<file path="src/rtl/pulse_stretcher.sv">
// Per-channel pulse stretcher: each accepted 1-cycle pulse holds its channel's
// level high for hold_cycles cycles, with a registered strobe when the hold ends.
module pulse_stretcher #(
    parameter int width       = 1,
    parameter int hold_cycles = 4,
    parameter bit retrigger   = 1'b1
) (
    input  logic             clk,
    input  logic             rst,
    input  logic [width-1:0] pulse_in,
    output logic [width-1:0] level_out,
    output logic [width-1:0] done_pulse
);

    localparam int CW = $clog2(hold_cycles + 1);
    localparam logic [CW-1:0] CNT_HOLD = CW'(hold_cycles);
    localparam logic [CW-1:0] CNT_ZERO = {CW{1'b0}};
    localparam logic [CW-1:0] CNT_ONE  = CW'(1);

    logic [CW-1:0]    cnt_q [width];
    logic [CW-1:0]    cnt_d [width];
    logic [width-1:0] accept_s;
    logic [width-1:0] done_q;
    logic [width-1:0] done_d;

    // Per-channel next-state: a pulse is only taken while idle unless retriggering is enabled
    always_comb begin
        for (int i = 0; i < width; i++) begin
            accept_s[i] = pulse_in[i] & (retrigger | (cnt_q[i] == CNT_ZERO));
            if (accept_s[i]) begin
                cnt_d[i] = CNT_HOLD;
            end else if (cnt_q[i] != CNT_ZERO) begin
                cnt_d[i] = cnt_q[i] - CNT_ONE;
            end else begin
                cnt_d[i] = CNT_ZERO;
            end
            done_d[i]    = (cnt_q[i] == CNT_ONE) & ~accept_s[i];
            level_out[i] = (cnt_q[i] != CNT_ZERO);
        end
    end

    // Counter and completion-strobe registers; reset aborts a hold silently
    always_ff @(posedge clk) begin
        if (rst) begin
            for (int i = 0; i < width; i++) begin
                cnt_q[i] <= CNT_ZERO;
            end
            done_q <= {width{1'b0}};
        end else begin
            for (int i = 0; i < width; i++) begin
                cnt_q[i] <= cnt_d[i];
            end
            done_q <= done_d;
        end
    end

    assign done_pulse = done_q;

endmodule
</file>
<file path="config.mk">
export PLATFORM = sky130hd
export DESIGN_NAME = pulse_stretcher
export DESIGN_NICKNAME = d
export VERILOG_FILES = /design/src/rtl/pulse_stretcher.sv
export SDC_FILE = /design/constraint.sdc
export NUM_CORES = 1
export LEC_CHECK = 0
export CORE_AREA = 2 2 39 41
export DETAILED_ROUTE_END_ITERATION = 12
export DIE_AREA = 0 0 41 43
export PLACE_DENSITY = 0.42
export SLEW_MARGIN = 20
export SYNTH_ARGS = -nofsm -noshare
export SYNTH_HDL_FRONTEND = slang
export SYNTH_SLANG_ARGS = --single-unit
</file>
<file path="constraint.sdc">
create_clock -name clk -period 1.6 [get_ports clk]
set_input_delay 0.4 -clock clk [delete_from_list [all_inputs] [get_ports clk]]
set_output_delay 0.4 -clock clk [all_outputs]
set_load 0.01 [all_outputs]
</file>
* After elaboration in Yosys (flattened, before gate mapping)
Memory sizes are Yosys's and may differ from the RTL's.
Cells that the tools add are included.
** Storage, ports and cells
- Flip-flop bits (word level) :: 1
- Bits in writable memories :: 3
- Output and inout bits :: 2
- Logic and storage cells :: 15
- Memories :: 1
** Memory list
- cnt_q :: depth 1, width 3, rd ports 1, clocked after memory_dff 0, write ports 1, RTL line 20 : logic [CW-1:0] cnt_q [width];
** Operators by class
- $add $sub $neg :: 1
- Equal/unequal tests :: 1
- Mux-type cells :: 7
- Bitwise logic cells :: 2
- Reduce and logical (&&, ||, !) cells :: 2
** Operator list (count)
- two-way mux 3 bit :: 3
- two-way mux 1 bit :: 4
- equality test 3 x 1 -> 1 bit, second input constant :: 1
- nonzero test 3 bit :: 1
- OR reduction 3 bit :: 1
- subtractor 3 x 1 -> 3 bit, second input constant :: 1
- AND 1 bit :: 1
- inverter 1 bit :: 1

* Longest topological paths before layout
- Depth after elaboration :: 4
- Depth in mapped cells :: 4
- Mapped depth without buffers :: 4

* Worst setup path after synthesis
OpenSTA, ideal clock, no wires.
- Path type :: register -> output
- From :: mem cnt_q[0][0] (netlist bit)
- To :: out level_out
- Arrival :: 855 ps
- Setup slack :: 345 ps
- Stages on the path, launching flop included :: 5
- Buffers on the path :: 0
- Path through :: dfxtp_1 > inv_1 > ha_1 > and2b_2 > inv_1
** On the way
- Cells in the longest elaborated chain, start to end :: 2
** RTL lines
- from (decl) :: RTL line 20
- memory (1 x 3 bit)
- nonzero test 3 bit :: RTL line 38 : level_out[i] = (cnt_q[i] != CNT_ZERO);
- to (decl) :: RTL line 11 : output logic [width-1:0] level_out,
Every way passes these cells.

* Worst setup path in the final report
Ends and elaborated chain as after synthesis.

==> results.md <==
- The DRC violation count after routing is 0.
- The tightest hold path in the finished design has a slack of 0.4935 ns.
- At the end of routability-driven placement, the weighted congestion stood at 0.5976.
- The biggest area consumer among synthesized cells is dfxtp_1.
- TritonCTS built the clock tree.
- The beginning of the worst hold path is cnt_q[0][0].
- The post-CTS setup buffer count is 0.
- The total leakage power is 0.1312 nW.
- The total global routing overflow is 0.
- The critical path start-end classification is reg2out.
- The number of antenna violations at the first check in global routing is 0.
- The total vias in the final route is 161.
- The endpoint with the worst hold slack is cnt_q[0][0].
- The floorplan step defined a core boundary enclosing 1384 um^2.
- Of the cells placed in the final design, the portion with a size suffix greater than 1 is 0.4000.
- The via count of the first global-routing pass is 166.
- The average instance in the mapped netlist occupies 10.29 um^2.
- The Yosys step of the flow raised 0 warnings.
- The path class of the tightest hold or removal check is reg2reg.
- The data arrival time of the critical path is 1.14 ns.
- The total routed wirelength is 382 um.
- Dividing the detail-routed via count by the number of cells gives 3.500.
- After detailed routing, the average wire length per cell comes to 8.304 um.
- VDD sags by at most 0.1610 mV.
- For this run, the register share of the synthesized area comes to 0.4324.
- The worst setup margin is 0.06263 ns.
- The first global-routing pass estimated 662 um of wire.
- The hold-fix buffer count after cts is 0.
- The width of the die is 41 um.
- In the layout the commonest cells are 5 x buf_4, 4 x inv_1, 3 x clkbuf_4, 3 x dfxtp_1, 3 x clkdlybuf4s50_1.
- The net count of the finished layout is 38.
- The power per cell area is 942.1 nW/um^2.
- The timing-limited maximum frequency is 650.5 MHz.
- Buffers inserted during clock tree synthesis total 3.
- The most critical setup path has its startpoint at cnt_q[0][0].
- The detail route stage leaves a number of antenna-violating nets equal to 0.
- At the pin with the least slew margin, the transition time is 0.2375 ns.
- The sink count of the clock tree is 4.
- The area enclosed by the die boundary is 1763 um^2.
- The register bit count reported by yosys is 4.
- The worst slack at placement is -0.1322 ns.
- The root buffer cell is clkbuf_4.
- At the worst endpoint, the required time is 1.20 ns.
- The first detailed-routing pass took 2 iterations.
- The flow ran to the end, and the final reports show no timing, DRC or antenna violations.
- For this run, the total global-route usage over all layers was measured as 0.06225.
- Setup repair after global routing left no endpoint under its margin.
- The launch point of the worst reg-to-reg path is cnt_q[0][0].
- After the flow finishes, the layout carries non-filler instances totaling 46.
- Headroom to the max-slew limit came out at 0.8402.
- In this run the tool buffered the top-level ports with 4 buffer cells.
- In this run, placement finished with an instance count of 43.
- Along the worst path, the maximum fanout reaches 2.
- The setup clock skew after layout is 0.001603 ns.
- The number of top-level design ports is 5.
- The final number of max-transition violations is 0.
- The row count is 14.
- For the worst flop-to-flop path, the logic depth is 5.
- The worst setup path is captured at an output port.
- Of the post-synthesis cell area, the dominant cell type holds 0.4324.
- The most common cell after layout, fill and taps aside is buf_4.
- The number of distinct library cells after synthesis is 9.
- The layout overhead on the synthesized area is 64.19%.
- The number of setup violations in the final report is 0.
- The initial utilization of the core area, before any placement, comes to 0.1338.
- The worst hold path stage count is 2.
- The shortest period the worst path allows is 1.537 ns.
- The number of max-cap violations is 0.
- Summing every instance area after synthesis gives 185.2 um^2.
- The number of DRC markers after the initial detailed-route iteration is 1.
- Entering global routing, the biggest net connects 5 pins.
- The portion of the clock cycle consumed by the worst path in the final layout is 0.9609.
- The completed layout was analyzed and its total power is 0.2864 mW.
- The number of H-tree levels is 1.
- Setup slack on the worst reg-to-reg path comes out at 0.37 ns.
- Synthesis handed over a netlist of 18 instances.
- The maximum clock insertion buffer count is 2.
- The number of diodes added for antenna fixing is 0.
- The die extent in y is 43 um.
- The endpoint identified for the worst register-to-register timing path is cnt_q[0][2].
- For the worst-skew pair, the clock arrives at the later sink with an insertion delay of 0.23 ns.
- The total count of hold-check failures in the final report is 0.
- The clock edge transition at the registers on the reported setup and hold paths is 0.04 ns.
- STA classifies the critical path startpoint as a flop.
- Counting every net in the synthesized netlist gives 24.
- Yosys attributes the largest share of cell area to dfxtp_1 43%, ha_1 20%, inv_1 8.1%.
worst max-delay path by stage:
stage / end / slack, ns / cells past startpoint
floorplan: level_out / 0.35 / 4
finish: level_out / 0.06 / 5
global route: level_out / 0.005 / 5
global placement: level_out / -0.14 / 5
CTS: level_out / 0.01 / 5
detailed placement: level_out / -0.13 / 5
cell usage after synthesis:
cell	n
or2b_1	1
or3b_1	1
and2b_2	1
nor4b_1	1
dfxtp_1	4
inv_1	4
nor4_1	2
ha_1	3
a31oi_1	1
metrics by stage:
stage            util  cell area, um^2  TNS (ns)
2_1_floorplan       -            185.2         0
3_3_place_gp   0.2043            282.8   -0.1366
3_5_place_dp   0.2043            282.8   -0.1322
4_1_cts        0.2170            300.3         0
5_1_grt        0.2197            304.0         0
6_report       0.2197            304.0         0
kinds of logic after synthesis:
logic type / Yosys count / synth area share
AND/OR/NAND/NOR: 6 / 0.2500
flip-flops: 4 / 0.4324
AO/OA/AOI/OAI: 1 / 0.03381
adder cells (fa/ha/maj): 3 / 0.2027
buffers and inverters: 4 / 0.08106
per-layer routing:
layer  part of all wire  vias to the layer above  global-route usage
li1                   -                       84                   -
met1               0.49                       74             0.07717
met2               0.48                        3             0.06250
met3              0.031                        0             0.03141
met4                  0                        0             0.08000
met5                  0                        -                   0
state kept, by name (all words and copies together), names as in the netlist:
signal      cells
cnt_q           3
done_pulse      1
critical path: stages (launching register included):
cell,delay [ns]
dfxtp_2,0.31
inv_1,0.05
ha_2,0.17
and2b_2,0.20
inv_1,0.05
buf_2,0.12
timing repair:
item                                   CTS  global route
setup endpoints to repair                1             1
gates resized for setup                  4             2
gates cloned                             0             0
endpoints found under the hold margin    0             0
power by group:
group	switching, mW	leakage (nW)	internal, mW
clock network	0.0421	0.0138	0.0840
logic	0.0216	0.0842	0.0308
registers	0.00186	0.0332	0.106
total	0.0656	0.131	0.221
final cells by class:
class	instances	area, um^2
Timing Repair Buffer	9	72.57
Sequential cell	4	81.33
Multi-Input combinational cell	10	92.59
Tap cell	16	20.02
Clock buffer	3	22.52
Inverter	4	15.01
Fill cell	155	1080
(Power assumes the default switching activity.)
